[src/rtl/prefix_cpa_pipe.sv]
// Pipelined Kogge-Stone carry-propagate adder over 2-bit KPG codes (00 kill, 11 generate, 01/10 propagate).
// Register slices sit after every LEVELS_PER_STAGE prefix levels; a global stall freezes all stages.
module prefix_cpa_pipe #(
  parameter int WIDTH            = 64,
  parameter int LEVELS_PER_STAGE = 2,
  parameter int TAG_W            = 8
) (
  input  logic             clk,
  input  logic             rst,
  input  logic             in_valid,
  output logic             in_ready,
  input  logic [WIDTH-1:0] in_a,
  input  logic [WIDTH-1:0] in_b,
  input  logic             in_cin,
  input  logic [TAG_W-1:0] in_tag,
  output logic             out_valid,
  input  logic             out_ready,
  output logic [WIDTH-1:0] out_sum,
  output logic             out_cout,
  output logic [TAG_W-1:0] out_tag
);

  localparam int LOG_W = $clog2(WIDTH);
  localparam int K     = (LOG_W + LEVELS_PER_STAGE - 1) / LEVELS_PER_STAGE;

  // Index 0 holds the carry-in code; index i+1 holds operand bit i.
  typedef logic [WIDTH:0][1:0] kpg_row_t;

  function automatic logic [1:0] kpg_op(input logic [1:0] hi, input logic [1:0] lo);
    return (hi == 2'b00 || hi == 2'b11) ? hi : lo;
  endfunction

  function automatic kpg_row_t prefix_levels(input kpg_row_t row, input int first);
    kpg_row_t cur;
    kpg_row_t nxt;
    cur = row;
    for (int m = 0; m < LEVELS_PER_STAGE; m++) begin
      nxt = cur;
      if (first + m < LOG_W) begin
        for (int p = 0; p <= WIDTH; p++) begin
          if (p >= (1 << (first + m)))
            nxt[p] = kpg_op(cur[p], cur[p - (1 << (first + m))]);
        end
      end
      cur = nxt;
    end
    return cur;
  endfunction

  kpg_row_t         code_q [0:K];
  kpg_row_t         code_d [1:K];
  logic [WIDTH-1:0] pxor_q [0:K];
  logic [TAG_W-1:0] tag_q  [0:K];
  logic [K:0]       vld_q;

  logic             out_valid_q;
  logic [WIDTH-1:0] out_sum_q;
  logic             out_cout_q;
  logic [TAG_W-1:0] out_tag_q;

  kpg_row_t         code_in;
  logic [WIDTH-1:0] sum_d;
  logic [1:0]       cout_code;
  logic             stall;

  assign stall    = out_valid_q & ~out_ready;
  assign in_ready = ~rst & ~stall;

  always_comb begin
    code_in    = '0;
    code_in[0] = {in_cin, in_cin};
    for (int i = 0; i < WIDTH; i++) code_in[i+1] = {in_a[i], in_b[i]};
  end

  genvar gi;
  generate
    for (gi = 1; gi <= K; gi++) begin : g_stage
      assign code_d[gi] = prefix_levels(code_q[gi-1], (gi - 1) * LEVELS_PER_STAGE);
    end
  endgenerate

  // After the last slice, code at index i is the carry into bit i.
  always_comb begin
    sum_d = '0;
    for (int i = 0; i < WIDTH; i++) sum_d[i] = pxor_q[K][i] ^ code_q[K][i][1];
  end

  // The top position spans bits 0..WIDTH-1 only; fold in the carry-in code for the full prefix.
  assign cout_code = kpg_op(code_q[K][WIDTH], code_q[K][0]);

  always_ff @(posedge clk or posedge rst) begin
    if (rst) begin
      vld_q       <= '0;
      out_valid_q <= 1'b0;
      out_sum_q   <= '0;
      out_cout_q  <= 1'b0;
      out_tag_q   <= '0;
      for (int k = 0; k <= K; k++) begin
        code_q[k] <= '0;
        pxor_q[k] <= '0;
        tag_q[k]  <= '0;
      end
    end else if (!stall) begin
      vld_q     <= {vld_q[K-1:0], in_valid};
      code_q[0] <= code_in;
      pxor_q[0] <= in_a ^ in_b;
      tag_q[0]  <= in_tag;
      for (int k = 1; k <= K; k++) begin
        code_q[k] <= code_d[k];
        pxor_q[k] <= pxor_q[k-1];
        tag_q[k]  <= tag_q[k-1];
      end
      out_valid_q <= vld_q[K];
      if (vld_q[K]) begin
        out_sum_q  <= sum_d;
        out_cout_q <= cout_code[1];
        out_tag_q  <= tag_q[K];
      end
    end
  end

  assign out_valid = out_valid_q;
  assign out_sum   = out_sum_q;
  assign out_cout  = out_cout_q;
  assign out_tag   = out_tag_q;

  // A complete prefix that still reads as propagate means the network is broken.
  a_cout_resolved: assert property (@(posedge clk) disable iff (rst)
    vld_q[K] |-> (cout_code == 2'b00 || cout_code == 2'b11));

endmodule

[config.mk]
export PLATFORM = sky130hd
export DESIGN_NAME = prefix_cpa_pipe
export DESIGN_NICKNAME = d
export VERILOG_FILES = /design/src/rtl/prefix_cpa_pipe.sv
export SDC_FILE = /design/constraint.sdc
export NUM_CORES = 2
export LEC_CHECK = 0
export CORE_MARGIN = 5
export CORE_UTILIZATION = 54
export DETAILED_ROUTE_END_ITERATION = 6
export MAX_ROUTING_LAYER = met4
export PLACE_DENSITY = 0.76
export SLEW_MARGIN = 40
export SYNTH_ARGS = -nofsm -noshare
export SYNTH_HDL_FRONTEND = slang
export SYNTH_SLANG_ARGS = --single-unit
[constraint.sdc]
create_clock -name clk -period 28.2 [get_ports clk]
set_input_delay 5.64 -clock clk [delete_from_list [all_inputs] [get_ports clk]]
set_output_delay 5.64 -clock clk [all_outputs]
set_load 0.1 [all_outputs]
==> out/results.txt <==
Final Hold Fails: 0
io pins: 216
Power Dens Cells: 132 mW/mm^2
Clock Sinks: 801
first-pass GRT wire length: 143000 um
All-Layer GR Usage: 23.6%
worst-margin pin slew: 787 ps
sequential cell area: 0.0200 mm^2
cts repair resizes: 0
Setup violations, final: 0
DR iter-0 viols: 2647
DIE AREA: 0.0759 mm^2
Final Wtd Congestion: 0.870
CTS tree: yes
fillcell total: 5966
area share of the largest cell type after synthesis: 52.6%
Multi-input gate area: 0.0163 mm^2
synth warn: 0
Rows: 97
area growth from synthesis to layout: 11.5%
CTS Buffer Depth: 3
DRT Pass-1 Iters: 6
clk slew on worst S/H paths: 60 ps
Die Span Y: 276 um
antenna violations before repair: 2
Static Leak: 19.4 nW
Startpoint Class: input pin
Initial Utilization: 54.4%
pin count of the biggest net entering global routing: 211
sequential area share after synthesis: 52.6%
post-CTS setup buffers: 0
placed wire-length estimate: 59500 um
Die X: 276 um
Fin Setup TNS: 0 ps
H-tree level count: 3
ratio of cells with drive above 1 in the final layout: 6.61%
outcome: completed
nets@finish: 4465
Worst Setup End Kind: output port
final core occ: 60.6%
Slew Viols, Final: 0
Post-CTS Hold Buffers: 0
WS Path Type: in -> out
post-synth top area cell: dfrtp_1
Mapped Nets: 4518
ANT nets after route: 0
fmax: 78.7 MHz
RSZ-0062 raised after global routing: no
CP max stage delay: 600 ps
Final Skew: 30.4 ps
worst hold path class: reg -> reg
DRC Markers: 0
crit-path cells: clkdlybuf4s50_1, and2b_4, nor2_1, buf_2
vias in the first global route: 27429
slowest CP cell: and2b_4
Synth cell types: 30
VDD IR max: 0.000100 V
Avg Cell Area, Syn: 8.70 um^2
Area contributors post-synth: dfrtp_1 53%, nand2_1 14%, a21oi_1 5.3%, o22a_1 4.8%, buf_2 3.1%
min Tclk post-route: 12710 ps
later-pin clock latency in the skew report: 640 ps
core box area: 0.0700 mm^2
CP required: 22560 ps
Port Buffer Count: 215
routed len/inst: 16.5 um
Critical Path AT: 7070 ps
final WL: 87700 um
DR vias/cell: 5.57
Yosys reg bits: 801
Max-cap violations: 0
total grt overflow: 0
Slew headroom: 47.5%
Mapped Cells: 4377
synthesized cell area: 0.0381 mm^2
crit share post-route: 45.1%
Root Driver: clkbuf_16
worst-path fanout max: 42
CTS buffer count: 83
DR vias: 29671
flip-flops by register name, summed over array words and instances, names as in the netlist:
signal / cells
code_d: 21
tag_q: 32
out_tag: 8
code_q: 414
out_valid: 1
out_sum: 64
pxor_q: 256
vld_q: 4
out_cout: 1
worst max-delay path, delay by kind of cell:
kind	cells	cell delay [ps]
buffers and inverters	2	730
AND/OR/NAND/NOR	2	670
placed cells by master, fill, tap and decap left out, drive strengths merged, types with 2 or more instances in the layout:
cell type	instances
nand2b	7
clkbuf	118
a21boi	2
a22oi	8
clkinvlp	4
clkinv	12
dfrtp	801
nand2	1383
a41oi	2
nor2	311
clkdlybuf4s50	140
a31oi	115
bufinv	8
xnor2	133
o22a	208
o21ai	191
a311oi	5
o31ai	14
mux2	25
diode	2
buf	101
a22o	2
xor2	117
nand3	12
nor3	207
maj3	50
a21oi	402
inv	6
synth_stat cells:
cell      number
clkbuf_1      96
and2b_1        1
a21oi_1      402
a311oi_1       5
buf_1         40
inv_1          1
a31oi_1      115
xnor2_1      133
nand2_1     1383
a21boi_0       2
maj3_1        22
o21ai_1       48
nor3_1       207
dfrtp_1      801
nand2b_1       7
nand3_1       12
xor2_1       117
o22a_1       208
a41oi_1        2
buf_2        238
and2_1         1
nor2_1       311
o21ai_0      143
mux2_2        25
a22oi_1        8
o31ai_1       14
maj3_2        28
a22o_1         2
clkbuf_2       1
buf_6          4
routing by layer:
metal	GRT usage, %	vias up	part of all wire, %
li1	-	14509	-
met1	33.9	14349	46
met2	35.3	692	46
met3	3.52	121	5.7
met4	6.78	0	2.4
met5	-	-	0
final timing paths:
path / startpoint / to / slack [ps] / cells past startpoint
max: out_ready / in_ready / 15490 / 4
min: pxor_q[92]$_DFFE_PP0N_ / pxor_q[28]$_DFFE_PP0N_ / 450 / 2
max reg2reg: out_valid$_DFFE_PP0N_ / code_q[294]$_DFFE_PP0N_ / 24800 / 7
min reg2reg: pxor_q[92]$_DFFE_PP0N_ / pxor_q[28]$_DFFE_PP0N_ / 450 / 2
max in group asynchronous: rst / pxor_q[140]$_DFFE_PP0N_ / 20340 / 6
min in group asynchronous: rst / out_sum[52]$_DFFE_PP0P_ / 5500 / 2
kinds of logic (layout without fill, tap and decap cells):
group                    count (synthesis)  after routing  share of synthesized area, %
flip-flops                             801            801                          52.6
XOR/XNOR                               250            250                          5.75
other                                    0              2                             0
AND/OR/NAND/NOR                       1922           1922                          19.7
multiplexers                            25             25                         0.739
AO/OA/AOI/OAI                          949            949                          15.1
buffers and inverters                  380            389                          4.61
adder cells (fa/ha/maj)                 50             50                          1.41
layout make-up:
type / count / share of cell area [%]
timing repair buffer: 241 / 5.00
multi-input combinational: 3196 / 38.4
sequential: 801 / 47.2
clock buffer: 118 / 5.70
antenna: 2 / 0.0118
tap: 940 / 2.77
inverter: 1 / 0.0383
clock inverter: 29 / 0.916
metrics by stage:
step	power (mW)	cell area, um^2	instances	hold slack, ps	setup slack (ps)
global placement	4.45	39900	5175	444	14750
detailed placement	4.50	39600	5177	450	15470
global route	6.02	42500	5327	472	15350
CTS	5.64	42400	5324	453	15460
finish	5.63	42500	5328	454	15490
floorplan	3.99	38100	4377	433	66.2
report_power, final:
group	internal (mW)	switching, mW
Combinational	0.803	1.38
Clock	0.671	0.454
Sequential	1.67	0.648
Total	3.14	2.49
(Power assumes the default switching activity.)
